<file path="config.mk">
export PLATFORM = sky130hd
export DESIGN_NAME = mips_mc_controller
export DESIGN_NICKNAME = d
export VERILOG_FILES = /design/src/rtl/mips_mc_pkg.sv /design/src/rtl/mips_mc_alu_decoder.sv /design/src/rtl/mips_mc_controller.sv
export SDC_FILE = /design/constraint.sdc
export NUM_CORES = 1
export LEC_CHECK = 0
export ABC_AREA = 0
export CAP_MARGIN = 20
export CORE_MARGIN = 10
export CORE_UTILIZATION = 37
export DETAILED_ROUTE_END_ITERATION = 8
export PLACE_DENSITY = 0.76
export SETUP_SLACK_MARGIN = 0.15
export SYNTH_ARGS = -nofsm -noshare
export SYNTH_HDL_FRONTEND = slang
export SYNTH_SLANG_ARGS = --single-unit
</file>
<file path="constraint.sdc">
create_clock -name clk -period 1.6 [get_ports clk]
set_clock_uncertainty 0.15 [all_clocks]
set_input_delay 0.32 -clock clk [delete_from_list [all_inputs] [get_ports clk]]
set_output_delay 0.32 -clock clk [all_outputs]
set_load 0.02 [all_outputs]
</file>
<file path="src/rtl/mips_mc_pkg.sv">
// mips_mc_pkg
//   Shared definitions for the multi-cycle MIPS control FSM:
//   - state encodings (also presented on the debug port state_o)
//   - opcode and funct constants
//   - ALU control codes
//   - select-field encodings for reg_dst, mem_to_reg, alu_src_b and pc_src
//   No ports; imported by mips_mc_alu_decoder and mips_mc_controller.
package mips_mc_pkg;

  typedef enum logic [4:0] {
    S_FETCH   = 5'd0,
    S_DECODE  = 5'd1,
    S_MEM_ADR = 5'd2,
    S_MEM_RD  = 5'd3,
    S_MEM_WB  = 5'd4,
    S_MEM_WR  = 5'd5,
    S_EXEC_R  = 5'd6,
    S_ALU_WB  = 5'd7,
    S_BRANCH  = 5'd8,
    S_ADDI_EX = 5'd9,
    S_ADDI_WB = 5'd10,
    S_JUMP    = 5'd11,
    S_JAL     = 5'd12,
    S_JR      = 5'd13,
    S_HALT    = 5'd14
  } state_t;

  // Opcodes
  localparam logic [5:0] OP_RTYPE = 6'h00;
  localparam logic [5:0] OP_J     = 6'h02;
  localparam logic [5:0] OP_JAL   = 6'h03;
  localparam logic [5:0] OP_BEQ   = 6'h04;
  localparam logic [5:0] OP_BNE   = 6'h05;
  localparam logic [5:0] OP_ADDI  = 6'h08;
  localparam logic [5:0] OP_LW    = 6'h23;
  localparam logic [5:0] OP_SW    = 6'h2B;

  // R-type funct codes
  localparam logic [5:0] FN_JR  = 6'h08;
  localparam logic [5:0] FN_ADD = 6'h20;
  localparam logic [5:0] FN_SUB = 6'h22;
  localparam logic [5:0] FN_AND = 6'h24;
  localparam logic [5:0] FN_OR  = 6'h25;
  localparam logic [5:0] FN_SLT = 6'h2A;

  // ALU control codes (zero-extended to ALU_CTRL_W at the ports)
  localparam logic [2:0] ALU_AND = 3'd0;
  localparam logic [2:0] ALU_OR  = 3'd1;
  localparam logic [2:0] ALU_ADD = 3'd2;
  localparam logic [2:0] ALU_SUB = 3'd6;
  localparam logic [2:0] ALU_SLT = 3'd7;

  // reg_dst
  localparam logic [1:0] REG_DST_RT = 2'd0;
  localparam logic [1:0] REG_DST_RD = 2'd1;
  localparam logic [1:0] REG_DST_RA = 2'd2;

  // mem_to_reg
  localparam logic [1:0] M2R_ALUOUT = 2'd0;
  localparam logic [1:0] M2R_DATA   = 2'd1;
  localparam logic [1:0] M2R_PC     = 2'd2;

  // alu_src_b
  localparam logic [1:0] SRCB_B      = 2'd0;
  localparam logic [1:0] SRCB_FOUR   = 2'd1;
  localparam logic [1:0] SRCB_IMM    = 2'd2;
  localparam logic [1:0] SRCB_IMM_SH = 2'd3;

  // pc_src
  localparam logic [1:0] PCSRC_ALU    = 2'd0;
  localparam logic [1:0] PCSRC_ALUOUT = 2'd1;
  localparam logic [1:0] PCSRC_JUMP   = 2'd2;
  localparam logic [1:0] PCSRC_REG    = 2'd3;

  // True for the opcodes that take the conditional-branch path.
  function automatic logic is_branch_op(input logic [5:0] op);
    return (op == OP_BEQ) || (op == OP_BNE);
  endfunction

endpackage

</file>
<file path="src/rtl/mips_mc_alu_decoder.sv">
// mips_mc_alu_decoder
//   Combinational R-type funct -> ALU control decode.
//   Ports:
//     i_funct        in  6           instruction funct field
//     o_alu_control  out ALU_CTRL_W  ALU operation code
//     o_invalid      out 1           funct is not a supported ALU operation
//   An unsupported funct still drives ADD so the datapath sees a defined,
//   harmless operation while the FSM routes the instruction to its
//   illegal-op handling.
module mips_mc_alu_decoder
  import mips_mc_pkg::*;
#(
  parameter int ALU_CTRL_W = 3
) (
  input  logic [5:0]            i_funct,
  output logic [ALU_CTRL_W-1:0] o_alu_control,
  output logic                  o_invalid
);

  logic [2:0] w_code;

  always_comb begin
    w_code    = ALU_ADD;
    o_invalid = 1'b0;
    case (i_funct)
      FN_ADD:  w_code = ALU_ADD;
      FN_SUB:  w_code = ALU_SUB;
      FN_AND:  w_code = ALU_AND;
      FN_OR:   w_code = ALU_OR;
      FN_SLT:  w_code = ALU_SLT;
      default: o_invalid = 1'b1;
    endcase
  end

  assign o_alu_control = ALU_CTRL_W'(w_code);

endmodule

</file>
<file path="src/rtl/mips_mc_controller.sv">
// mips_mc_controller
//   Multi-cycle MIPS control FSM with a memory-ready handshake.
//   Supports lw, sw, R-type (add/sub/and/or/slt), beq, bne, addi, j, jal, jr
//   and detects illegal opcodes / functs.
//
//   Parameters:
//     ALU_CTRL_W     width of alu_control
//     STATE_W        width of state_o
//     STRICT_DECODE  1: illegal instruction enters HALT; 0: treated as NOP
//
//   Ports:
//     clk, reset (async, active low)
//     op, funct          instruction fields from IR
//     zero               ALU zero flag
//     mem_ready          memory access completes this cycle
//     pc_en, i_or_d, mem_read, mem_write, ir_write, reg_dst, mem_to_reg,
//     reg_write, alu_src_a, alu_src_b, alu_control, pc_src
//                        datapath control set
//     state_o            current state (debug)
//     illegal_op         high while in HALT
//
//   Optional feature, macro MC_PERF_CNT_EN:
//     adds cycle_cnt[31:0] (cycles not in HALT) and instr_cnt[31:0]
//     (transitions into FETCH), both cleared by reset and wrapping.
//
//   Memory handshake: a memory state raises mem_read or mem_write and keeps
//   it, with every other output unchanged, until it samples mem_ready=1 on a
//   rising edge; that edge completes the access and leaves the state.
//   mem_ready is ignored in every non-memory state.
module mips_mc_controller
  import mips_mc_pkg::*;
#(
  parameter int ALU_CTRL_W    = 3,
  parameter int STATE_W       = 5,
  parameter int STRICT_DECODE = 1
) (
  input  logic                  clk,
  input  logic                  reset,
  input  logic [5:0]            op,
  input  logic [5:0]            funct,
  input  logic                  zero,
  input  logic                  mem_ready,
  output logic                  pc_en,
  output logic                  i_or_d,
  output logic                  mem_read,
  output logic                  mem_write,
  output logic                  ir_write,
  output logic [1:0]            reg_dst,
  output logic [1:0]            mem_to_reg,
  output logic                  reg_write,
  output logic                  alu_src_a,
  output logic [1:0]            alu_src_b,
  output logic [ALU_CTRL_W-1:0] alu_control,
  output logic [1:0]            pc_src,
  output logic [STATE_W-1:0]    state_o,
  output logic                  illegal_op
`ifdef MC_PERF_CNT_EN
  ,
  output logic [31:0]           cycle_cnt,
  output logic [31:0]           instr_cnt
`endif
);

  state_t                  r_state;
  state_t                  w_next_state;
  state_t                  w_illegal_next;
  logic [ALU_CTRL_W-1:0]   w_funct_alu;
  logic                    w_funct_invalid;

  assign w_illegal_next = (STRICT_DECODE != 0) ? S_HALT : S_FETCH;

  mips_mc_alu_decoder #(
    .ALU_CTRL_W (ALU_CTRL_W)
  ) u_alu_decoder (
    .i_funct       (funct),
    .o_alu_control (w_funct_alu),
    .o_invalid     (w_funct_invalid)
  );

  // State register. Reset lands in FETCH immediately, so a write-back state
  // interrupted by reset never gets to assert its enables on the next edge.
  always_ff @(posedge clk or negedge reset) begin
    if (!reset) begin
      r_state <= S_FETCH;
    end else begin
      r_state <= w_next_state;
    end
  end

  // Next state and outputs.
  always_comb begin
    w_next_state = r_state;
    pc_en        = 1'b0;
    i_or_d       = 1'b0;
    mem_read     = 1'b0;
    mem_write    = 1'b0;
    ir_write     = 1'b0;
    reg_dst      = REG_DST_RT;
    mem_to_reg   = M2R_ALUOUT;
    reg_write    = 1'b0;
    alu_src_a    = 1'b0;
    alu_src_b    = SRCB_B;
    alu_control  = ALU_CTRL_W'(ALU_AND);
    pc_src       = PCSRC_ALU;
    illegal_op   = 1'b0;

    case (r_state)
      S_FETCH: begin
        mem_read    = 1'b1;
        alu_src_b   = SRCB_FOUR;
        alu_control = ALU_CTRL_W'(ALU_ADD);
        // PC and IR load only when the fetch completes; held off during
        // reset so nothing loads while the core is being reset.
        ir_write    = mem_ready & reset;
        pc_en       = mem_ready & reset;
        if (mem_ready) w_next_state = S_DECODE;
      end

      S_DECODE: begin
        alu_src_b   = SRCB_IMM_SH;
        alu_control = ALU_CTRL_W'(ALU_ADD);
        case (op)
          OP_RTYPE:      w_next_state = (funct == FN_JR) ? S_JR : S_EXEC_R;
          OP_LW, OP_SW:  w_next_state = S_MEM_ADR;
          OP_BEQ, OP_BNE: w_next_state = S_BRANCH;
          OP_ADDI:       w_next_state = S_ADDI_EX;
          OP_J:          w_next_state = S_JUMP;
          OP_JAL:        w_next_state = S_JAL;
          default:       w_next_state = w_illegal_next;
        endcase
      end

      S_MEM_ADR: begin
        alu_src_a    = 1'b1;
        alu_src_b    = SRCB_IMM;
        alu_control  = ALU_CTRL_W'(ALU_ADD);
        w_next_state = (op == OP_SW) ? S_MEM_WR : S_MEM_RD;
      end

      S_MEM_RD: begin
        i_or_d   = 1'b1;
        mem_read = 1'b1;
        if (mem_ready) w_next_state = S_MEM_WB;
      end

      S_MEM_WB: begin
        reg_dst      = REG_DST_RT;
        mem_to_reg   = M2R_DATA;
        reg_write    = 1'b1;
        w_next_state = S_FETCH;
      end

      S_MEM_WR: begin
        i_or_d    = 1'b1;
        mem_write = 1'b1;
        if (mem_ready) w_next_state = S_FETCH;
      end

      S_EXEC_R: begin
        alu_src_a    = 1'b1;
        alu_src_b    = SRCB_B;
        alu_control  = w_funct_alu;
        w_next_state = w_funct_invalid ? w_illegal_next : S_ALU_WB;
      end

      S_ALU_WB: begin
        reg_dst      = REG_DST_RD;
        mem_to_reg   = M2R_ALUOUT;
        reg_write    = 1'b1;
        w_next_state = S_FETCH;
      end

      S_BRANCH: begin
        alu_src_a    = 1'b1;
        alu_src_b    = SRCB_B;
        alu_control  = ALU_CTRL_W'(ALU_SUB);
        pc_src       = PCSRC_ALUOUT;
        // bne takes the branch on a non-zero difference, beq on zero.
        if (is_branch_op(op)) pc_en = (op == OP_BNE) ? ~zero : zero;
        w_next_state = S_FETCH;
      end

      S_ADDI_EX: begin
        alu_src_a    = 1'b1;
        alu_src_b    = SRCB_IMM;
        alu_control  = ALU_CTRL_W'(ALU_ADD);
        w_next_state = S_ADDI_WB;
      end

      S_ADDI_WB: begin
        reg_dst      = REG_DST_RT;
        mem_to_reg   = M2R_ALUOUT;
        reg_write    = 1'b1;
        w_next_state = S_FETCH;
      end

      S_JUMP: begin
        pc_src       = PCSRC_JUMP;
        pc_en        = 1'b1;
        w_next_state = S_FETCH;
      end

      S_JAL: begin
        // PC already holds PC+4 from FETCH, so $31 is written with it while
        // the PC takes the jump target on the same edge.
        pc_src       = PCSRC_JUMP;
        pc_en        = 1'b1;
        reg_dst      = REG_DST_RA;
        mem_to_reg   = M2R_PC;
        reg_write    = 1'b1;
        w_next_state = S_FETCH;
      end

      S_JR: begin
        pc_src       = PCSRC_REG;
        pc_en        = 1'b1;
        w_next_state = S_FETCH;
      end

      S_HALT: begin
        illegal_op   = 1'b1;
        w_next_state = S_HALT;
      end

      default: begin
        w_next_state = w_illegal_next;
      end
    endcase
  end

  assign state_o = STATE_W'(r_state);

`ifdef MC_PERF_CNT_EN
  logic [31:0] r_cycle_cnt;
  logic [31:0] r_instr_cnt;

  always_ff @(posedge clk or negedge reset) begin
    if (!reset) begin
      r_cycle_cnt <= 32'd0;
      r_instr_cnt <= 32'd0;
    end else begin
      if (r_state != S_HALT) r_cycle_cnt <= r_cycle_cnt + 32'd1;
      if ((w_next_state == S_FETCH) && (r_state != S_FETCH))
        r_instr_cnt <= r_instr_cnt + 32'd1;
    end
  end

  assign cycle_cnt = r_cycle_cnt;
  assign instr_cnt = r_instr_cnt;
`endif

endmodule

</file>
==> results.txt, run 1 <==
The sequential cell area fraction in the yosys report came out at 11.8%. The height of the chip works out to 67.9 microns. The number of buffers added on ports was 38; the pre-CTS setup slack was -1040 ps.

Counting every net in the synthesized netlist gives 140. Yosys printed 0 warnings. In this run the mean area of a mapped cell was 6.84 sq um.

The post-synthesis instance total is 124. The terminating stage of the flow is clock tree synthesis (4_1_cts). For the buffer depth of the longest clock path, the log shows 2. In this run, post-CTS hold repair placed 0 buffers.

After synthesis the netlist holds a flip-flop and latch count of 4. The number of top-level pins was 40; the number of rows created at floorplan was 17. Number of cells in the design after placement: 215. The number of levels in the clock H-tree is 1. The root buffer cell chosen for the clock tree is sky130_fd_sc_hd__clkbuf_4. The tools report the number of sinks driven by the clock tree as 4. The run stopped with a tool error. For the number of buffers created by CTS, the log shows 3. For this run, the leading register cell type out of synthesis is sky130_fd_sc_hd__dfrtp_1.

The last weighted congestion value of the routability-driven placer is 0.858. Post-CTS repair changed the size of 211 cells. Counting distinct cell types in the post-synthesis netlist gives 41.

In the synthesized netlist the async set-or-reset flop fraction comes to 100%. After legalization and detailed placement, the total HPWL measured 2820 microns. In this run the horizontal extent of the chip is 67.9 microns. Summing every instance area after synthesis gives 848 sq um. In this run, synthesis inferred 0 flip-flops with an integrated enable.

The first error in the log reads "[ERROR DPL-0033] detailed placement checks failed during check placement". Once the floorplan was initialized, standard cells occupied 38.7% of the core. Buffers added to address setup during post-CTS repair amount to 15.
## cell families after synthesis
kind of cell    after synthesis  share of synthesized area, %
simple gates                 72                          49.4
compound gates               28                          23.7
buf+inv                      15                          10.0
flops                         4                          11.8
xor+xnor                      2                          2.07
mux                           2                          2.51
other cells                   1                         0.442
## synth_stat cells, types with 2 or more instances
cell | count | area, sq um
sky130_fd_sc_hd__nor2_1 | 16 | 60.1
sky130_fd_sc_hd__nor3_1 | 9 | 45.0
sky130_fd_sc_hd__buf_2 | 8 | 40.0
sky130_fd_sc_hd__nand2_1 | 8 | 30.0
sky130_fd_sc_hd__nand2b_1 | 8 | 50.1
sky130_fd_sc_hd__nor2b_1 | 8 | 50.1
sky130_fd_sc_hd__o21ai_0 | 7 | 35.0
sky130_fd_sc_hd__nor4b_1 | 6 | 52.6
sky130_fd_sc_hd__a21oi_1 | 5 | 25.0
sky130_fd_sc_hd__dfrtp_1 | 4 | 100
sky130_fd_sc_hd__nor4_1 | 4 | 25.0
sky130_fd_sc_hd__a31oi_1 | 3 | 18.8
sky130_fd_sc_hd__and3_1 | 3 | 18.8
sky130_fd_sc_hd__buf_4 | 3 | 22.5
sky130_fd_sc_hd__a311oi_1 | 2 | 17.5
sky130_fd_sc_hd__inv_1 | 2 | 7.51
sky130_fd_sc_hd__nand3_1 | 2 | 10.0
sky130_fd_sc_hd__nand4_1 | 2 | 12.5
sky130_fd_sc_hd__o211ai_1 | 2 | 15.0
## metrics by stage
| step | hold WS, ps | area, sq um | util (%) |
|---|---|---|---|
| 3_5_place_dp | 475 | 1710 | 77.8 |
| 3_3_place_gp | 468 | 1710 | 77.8 |
| 2_1_floorplan | -126 | 1130 | - |
==> run 2, diff against run 1 <==
--- a/config.mk
+++ b/config.mk
@@ -7,11 +7,10 @@
 export LEC_CHECK = 0
 export ABC_AREA = 0
 export CAP_MARGIN = 20
-export CORE_MARGIN = 10
-export CORE_UTILIZATION = 37
+export CORE_AREA = 10 10 71 73
 export DETAILED_ROUTE_END_ITERATION = 8
-export PLACE_DENSITY = 0.76
-export SETUP_SLACK_MARGIN = 0.15
+export DIE_AREA = 0 0 81 83
+export PLACE_DENSITY_LB_ADDON = 0.15
 export SYNTH_ARGS = -nofsm -noshare
 export SYNTH_HDL_FRONTEND = slang
 export SYNTH_SLANG_ARGS = --single-unit
==> constraint.sdc (replaced) <==
create_clock -name clk -period 2.1 [get_ports clk]
set_clock_uncertainty 0.15 [all_clocks]
set_input_delay 0.42 -clock clk [delete_from_list [all_inputs] [get_ports clk]]
set_output_delay 0.42 -clock clk [all_outputs]
set_load 0.02 [all_outputs]
==> results.txt, run 2 <==
The hold-fix buffer count after cts was 0. The count of final setup violators was 1. Counting both buffers and inverters, the worst setup path holds a total of 3. The number of levels in the clock H-tree was 1; the switching part of the total was 47.9%.

For this design the top-level I/O count stands at 40. Leaving out fill and tap cells, the most frequent cell in the layout is sky130_fd_sc_hd__buf_4. After synthesis, the most frequently instantiated cells are sky130_fd_sc_hd__nor2_1 (16), sky130_fd_sc_hd__nor3_1 (9). For this configuration, the core starts out at a cell density of 23.3%. Routability-driven placement finished with a final weighted congestion of 0.802. Global routing consumed, over all layers together, 10.4% of the routing resources.

The prevailing post-synth register cell is sky130_fd_sc_hd__dfrtp_1. The top cell types in the final layout, fill and taps aside, are sky130_fd_sc_hd__buf_4 (42), sky130_fd_sc_hd__nor2_1 (13), sky130_fd_sc_hd__dlygate4sd2_1 (13). The tools report the number of antenna violations at the first check in global routing as 0. Setup repair after global routing could not meet its margin everywhere. The total overflow left after global routing is 0.

Counting distinct cell types in the post-synthesis netlist gives 41. Counting every sink on the clock net gives 4. In this run the power density over the cells is 1290 nW/um^2. In the routed design, unresolved DRC markers number 0. Registers are responsible for 7.7% of the overall power. The core box area came out at 3630 sq um.

In this design, the largest share of critical-path delay is due to buffers and inverters. Mean instance size in the synthesized netlist: 6.84 sq um. The die is 81 microns wide.

The checks that failed: setup timing. The most common cell in the synthesized netlist was sky130_fd_sc_hd__nor2_1. Across all layers, the routed design uses 1162 vias.

The final hold violation count is 0. The tools report the via count of the first global-routing pass as 1232. The finished cells cover 1600 sq um.

Buffers inserted during clock tree synthesis total 3. Of all flip-flops after synthesis, the portion carrying an async set or reset was 100%. In this run the core area contains 22 standard-cell rows. The cell at the root of the clock tree was sky130_fd_sc_hd__clkbuf_8. The endpoint identified for the worst register-to-register timing path is state_o[0]. The tools report the area after detailed placement as 1520 sq um. After synthesis, the largest area contributor takes up 11.8% of total cell area.

For the violation count after the first detailed-route iteration, the log shows 57. The clock transition at the register clock pins on the worst setup and hold paths after CTS is 30 ps, and the required time at the endpoint of the critical path is 1530 ps. In this run, the clock network consumes 7.9% of the power. The share of total power in combinational logic is 84.4%, and the maximum number of pins on one net before global-route repair is 22. The path type of the worst setup path is flop to primary output. The logs give 260 ps for the minimum setup slack among reg-to-reg paths and -10.3 ps for the final worst setup slack.

Number of register bits inferred by synthesis: 4. The type of element capturing the critical path is a primary output. The tools report the half-perimeter wire length of the detailed placement result as 2650 microns.

For the arrival time at the worst endpoint, the log shows 1540 ps. The most numerous cell type found on the critical path is sky130_fd_sc_hd__buf_4. The repair_antennas step left the layout with diodes totalling 0.

The shortest clock period the worst path allows after layout works out to 2110 ps. Die footprint: 6720 sq um. The biggest area contributor in the post-synthesis netlist is sky130_fd_sc_hd__dfrtp_1. Power comes to 2.07 mW.

The path depth of the worst reg2reg path was 6. Insertion delay to the later sink of the worst-skew pair: 220 ps. During synthesis, Yosys emitted a total of 0 warnings.

The number of nets produced by synthesis is 140, and the global-route wire length before repair is 5910 microns. The final-report max-slew violation count is 0, and the switching power summed over all nets is 0.991 mW. In this design, the stage delay of the slowest critical-path cell is 380 ps. The worst setup path is launched from a flop. In this run the worst path has a maximum fanout of 5. The number of enable-type register cells in the synthesized netlist works out to 0.

In the routed layout, each cell is associated on average with a via count of 4.84. Number of buffers added on ports: 38. By area the synthesized netlist is led by sky130_fd_sc_hd__dfrtp_1 (12%), sky130_fd_sc_hd__nor2_1 (7.1%), sky130_fd_sc_hd__nor4b_1 (6.2%), sky130_fd_sc_hd__nand2b_1 (5.9%), sky130_fd_sc_hd__nor2b_1 (5.9%). Summed over all layers, the routed wires come to 3310 microns. The run gives 1.08 mW as the internal cell power. Synthesis produced a netlist whose cell count is 124.

The flow ran to the end, but the final reports show violations. TritonCTS built the clock tree. The logs give 0 for the total of max-cap violations and 2 for the buffer depth of the longest clock path. Traced cell by cell, the critical path runs through or2_4, buf_4, buf_4, o32ai_4, buf_6. The height of the chip works out to 83 microns. The run gives 0.000728 V as the maximum vdd drop.

In this run the worst hold path is classified as input port to async pin. In the finished design, the share of the clock period the worst path needs comes to 100%. The analysis attributes to cell leakage a power of 0.714 nW. The cell area that synthesis handed to floorplanning was 848 sq um.

In the final timing run, aggregate negative setup slack is -10.3 ps. Timing would allow up to 0.474 GHz. The layout overhead on the synthesized area was 88.3%; the number of flip-flops under the largest register name was 4. The sequential cell area fraction in the yosys report came out at 11.8%. For the count of nets left with antenna violations after detail routing, the log shows 0.

The proportion of layout cells with a drive suffix above 1 was 43.8%. The worst flop-to-flop path startpoint is state_o[3]. Dividing the detail-routed wire length by the instance count gives 13.8 microns. The run gives 4 as the total iterations of the first detailed-routing run. The final net count is 210.

The cell type of the slowest stage on the worst timing path is sky130_fd_sc_hd__dfrtp_1.
## run 2: cell counts after synthesis
No cell type changed its count.
## run 2: cell type report
class                      count  area, sq um
tap                           48         60.1
sequential                     4          101
timing repair buffer          78          619
fill                         410         2040
multi-input combinational    105          768
inverter                       2         7.51
clock buffer                   3         41.3
## run 2: stage by stage
step | std cells | hold slack, ps | setup slack, ps | util, %
floorplan | 124 | -25.6 | -54.4 | -
global placement | 234 | 570 | -728 | 41.9
detailed placement | 234 | 568 | -729 | 41.9
CTS | 239 | 97.8 | -130 | 44.5
global route | 240 | 119 | -82.2 | 44.0
finish | 240 | 101 | -10.3 | 44.0
## run 2: cells by family after synthesis
| logic type | synth area share (%) |
|---|---|
| and+or+nand+nor | 49.4 |
| AOI/OAI and AO/OA | 23.7 |
| buffers and inverters | 10.0 |
| DFF | 11.8 |
| xor gates and xnor gates | 2.07 |
| muxes | 2.51 |
| other | 0.442 |
## run 2: worst max path at each step
stage               startpoint    end  slack [ps]  cells past startpoint
finish              state_o[1]  pc_en         -10                      5
global route        state_o[1]  pc_en         -80                      5
CTS                 state_o[0]  pc_en        -130                      5
detailed placement   mem_ready  pc_en        -730                      6
global placement         op[3]  pc_en        -730                      5
floorplan           state_o[0]  pc_en         -50                      5
## run 2: power by group through the flow
stage / clock network (mW) / registers (mW) / logic, mW
5_1_grt: 0.175 / 0.164 / 1.92
6_report: 0.164 / 0.159 / 1.74
2_1_floorplan: 0 / 0.186 / 0.891
3_5_place_dp: 0 / 0.154 / 1.72
4_1_cts: 0.165 / 0.157 / 1.74
3_3_place_gp: 0 / 0.151 / 1.72
## run 2: metal layers
metal,track usage [%],wire (microns)
met4,2.97,27
met3,3.02,255
met5,0,0
met2,16.0,1600
met1,13.4,1430
## run 2: worst register-to-register path, cell delays in order (launching register included)
cell and delay (ps):
sky130_fd_sc_hd__dfrtp_1 420, sky130_fd_sc_hd__buf_4 190, sky130_fd_sc_hd__buf_4 160, sky130_fd_sc_hd__buf_4 160
sky130_fd_sc_hd__nor3_1 240, sky130_fd_sc_hd__nand4b_1 130, sky130_fd_sc_hd__a311oi_1 280
## run 2: repair_timing
action,CTS,global route
resized for setup,101,22
setup endpoints to repair,20,17
buffers inserted,2,1
pin swaps,10,5
cloned,0,0
No activity file was read; power rests on OpenSTA's default activity.
==> run 3, diff against run 2 <==
--- a/config.mk
+++ b/config.mk
@@ -11,6 +11,7 @@
 export DETAILED_ROUTE_END_ITERATION = 8
 export DIE_AREA = 0 0 81 83
 export PLACE_DENSITY_LB_ADDON = 0.15
+export RECOVER_POWER = 100
 export SYNTH_ARGS = -nofsm -noshare
 export SYNTH_HDL_FRONTEND = slang
 export SYNTH_SLANG_ARGS = --single-unit
==> results.txt, run 3 (synthesized netlist as in run 2, its figures left out) <==
Setup total negative slack on the finished layout was measured at -10.2 ps. The critical path in this run is classified as flop to primary output. The via count of the first global-routing pass is 1232.

The critical path buffer and inverter count is 3, and the required time at the endpoint of the critical path is 1530 ps. Counting tap cells, the placed design contains a total of 234 instances. The per-cell routed wire length works out to 13.7 microns. Among cell families on the critical path, the largest total delay comes from buffers and inverters. The most common cell after layout, fill and taps aside was sky130_fd_sc_hd__buf_4. The final reports fail on setup timing. The number of antenna violations at the first check in global routing is 0. The worst flop-to-flop path startpoint was state_o[3].

The initial cell density of the core is 23.3%. The last weighted congestion value of the routability-driven placer was 0.802; the routed wire length was 3300 microns. For this run, design rule violations remaining after detail routing come to 0.

In this run the static leakage power is 0.702 nW. The floorplan step set the die width to 81 microns. Number of levels in the clock H-tree: 1.

The area after detailed placement came out at 1520 sq um. The aggregate global-route resource usage came out at 10.4%. The tools report the number of buffers created by CTS as 3.

The die footprint was 6720 sq um; the buffer depth of the longest clock path was 2. The cell with the most instances on the worst path was sky130_fd_sc_hd__buf_4. Capture instance of the worst register-to-register path: state_o[0]. Shortest clock period the worst path allows after layout: 2110 ps. The worst register-to-register path has a depth of 6. The number of antenna diodes in the final layout is 0. The worst setup path is launched from a flop. Clock-pin slew was measured on the worst setup and hold paths at 30 ps.

For the final hold violation count, the log shows 0. The highest net fanout along the worst path is 5. In the layout the commonest cells are sky130_fd_sc_hd__buf_4 (34), sky130_fd_sc_hd__nor2_1 (14), sky130_fd_sc_hd__dlygate4sd2_1 (13).

For flop-to-flop paths, the worst setup slack is 200 ps. TritonCTS built the clock tree. STA puts the critical path data arrival time at 1540 ps.

Post-route core utilization: 43.2%. The maximum number of pins on one net before global-route repair came out at 22. The worst hold-check path type was input port to async pin. The proportion of layout cells with a drive suffix above 1 is 41.1%, and the total iterations of the first detailed-routing run is 4.

The slowest stage of the critical path is the sky130_fd_sc_hd__dfrtp_1 cell. STA classifies the critical path endpoint as a primary output. For this run, the slowest stage of the critical path takes 380 ps. In this run the clock root is driven by a sky130_fd_sc_hd__clkbuf_8.

The critical path goes through or2_4, buf_4, buf_4, o32ai_4, buf_6. The share of the clock period used by the worst path after layout works out to 100%. The logs give 1 for the count of final setup violators and 0 for the total of max-cap violations.

The logs give 210 for the final net count and 0 for the final-report max-slew violation count. Detailed placement finished with a half-perimeter wire length of 2650 microns. Input and output buffers added on the ports amount to 38. Timing analysis after detailed placement gives a worst setup slack of -729 ps.

The final design area excluding fillers is 1570 sq um. Timing-limited maximum frequency: 0.474 GHz. The logs give -10.2 ps for the final worst setup slack and 40 for the number of top-level pins. The height of the chip was 83 microns.

The run gives 3630 sq um as the core box area. The floorplan has 22 rows. Dividing total power by cell area gives a power density of 1290 nW/um^2. The run gives 0 as the remaining global-route overflow. The violation count after the first detailed-route iteration is 43, and the number of standard cells in the final layout excluding fillers is 240.

For the worst-skew pair, the clock arrives at the later sink with an insertion delay of 220 ps. CTS saw 4 sinks. Across the VDD grid, the largest voltage drop is 0.000689 V. Setup repair after global routing could not meet its margin everywhere. The number of vias per cell was 4.82; the number of flip-flops under the largest register name was 4.

The global-route wire length before repair is 5910 microns, and the via count is 1156. The flow ran to the end, but the final reports show violations. The detail route stage leaves a number of antenna-violating nets equal to 0.

From synthesis to final layout, the design area changed by 85.0%.
==> run 3: changes by cell type in the layout (fill, tap and decap cells not counted), sizes merged <==
cell           before  now
buf                56   46
clkbuf              5   15
clkdlybuf4s50       4    3
dlygate4sd3         0    1
==> run 3: power by group <==
part,switching (mW),internal [mW]
Combinational,0.900,0.794
Sequential,0.0418,0.117
Clock,0.0414,0.122
==> run 3: what timing repair did <==
action                     in CTS  in global routing
gates cloned                    0                  0
hold buffers                    0                  0
resized for setup             101                 22
setup endpoints to repair      20                 17
buffers inserted                2                  1
pin swaps                      10                  5
==> run 3: layout make-up <==
type                       instances  area (sq um)
fill                             419          2060
inverter                           2          7.51
multi-input combinational        105           759
clock buffer                       3          41.3
sequential                         4           101
tap                               48          60.1
timing repair buffer              78           599
==> run 3: stage by stage <==
| step | hold slack [ps] | power, mW |
|---|---|---|
| 6_report | 126 | 2.02 |
| 5_1_grt | 163 | 2.21 |
| 4_1_cts | 97.8 | 2.06 |
| 3_5_place_dp | 568 | 1.87 |
| 3_3_place_gp | 570 | 1.87 |
| 2_1_floorplan | -25.6 | 1.08 |
==> run 3: metal layers <==
layer | up-vias | track usage [%] | part of all wire, %
met5 | - | 0 | 0
li1 | 594 | - | -
met4 | 0 | 2.97 | 0.82
met1 | 527 | 13.4 | 44
met2 | 33 | 16.0 | 48
met3 | 2 | 3.02 | 7.5
==> run 3: how the worst max path moves through the flow <==
stage | start | to | slack [ps] | cells past startpoint
after floorplan | state_o[0] | pc_en | -50 | 5
after global placement | op[3] | pc_en | -730 | 5
after detailed placement | mem_ready | pc_en | -730 | 6
after CTS | state_o[0] | pc_en | -130 | 5
after global routing | state_o[1] | pc_en | -80 | 5
final | state_o[1] | pc_en | -10 | 5
==> run 3: worst reg2reg max path, delay by kind of cell, from the launching register on <==
kind                   cells  cell delay (ps)
AO/OA/AOI/OAI              1              280
flip-flops                 1              420
buffers and inverters      3              540
AND/OR/NAND/NOR            2              390
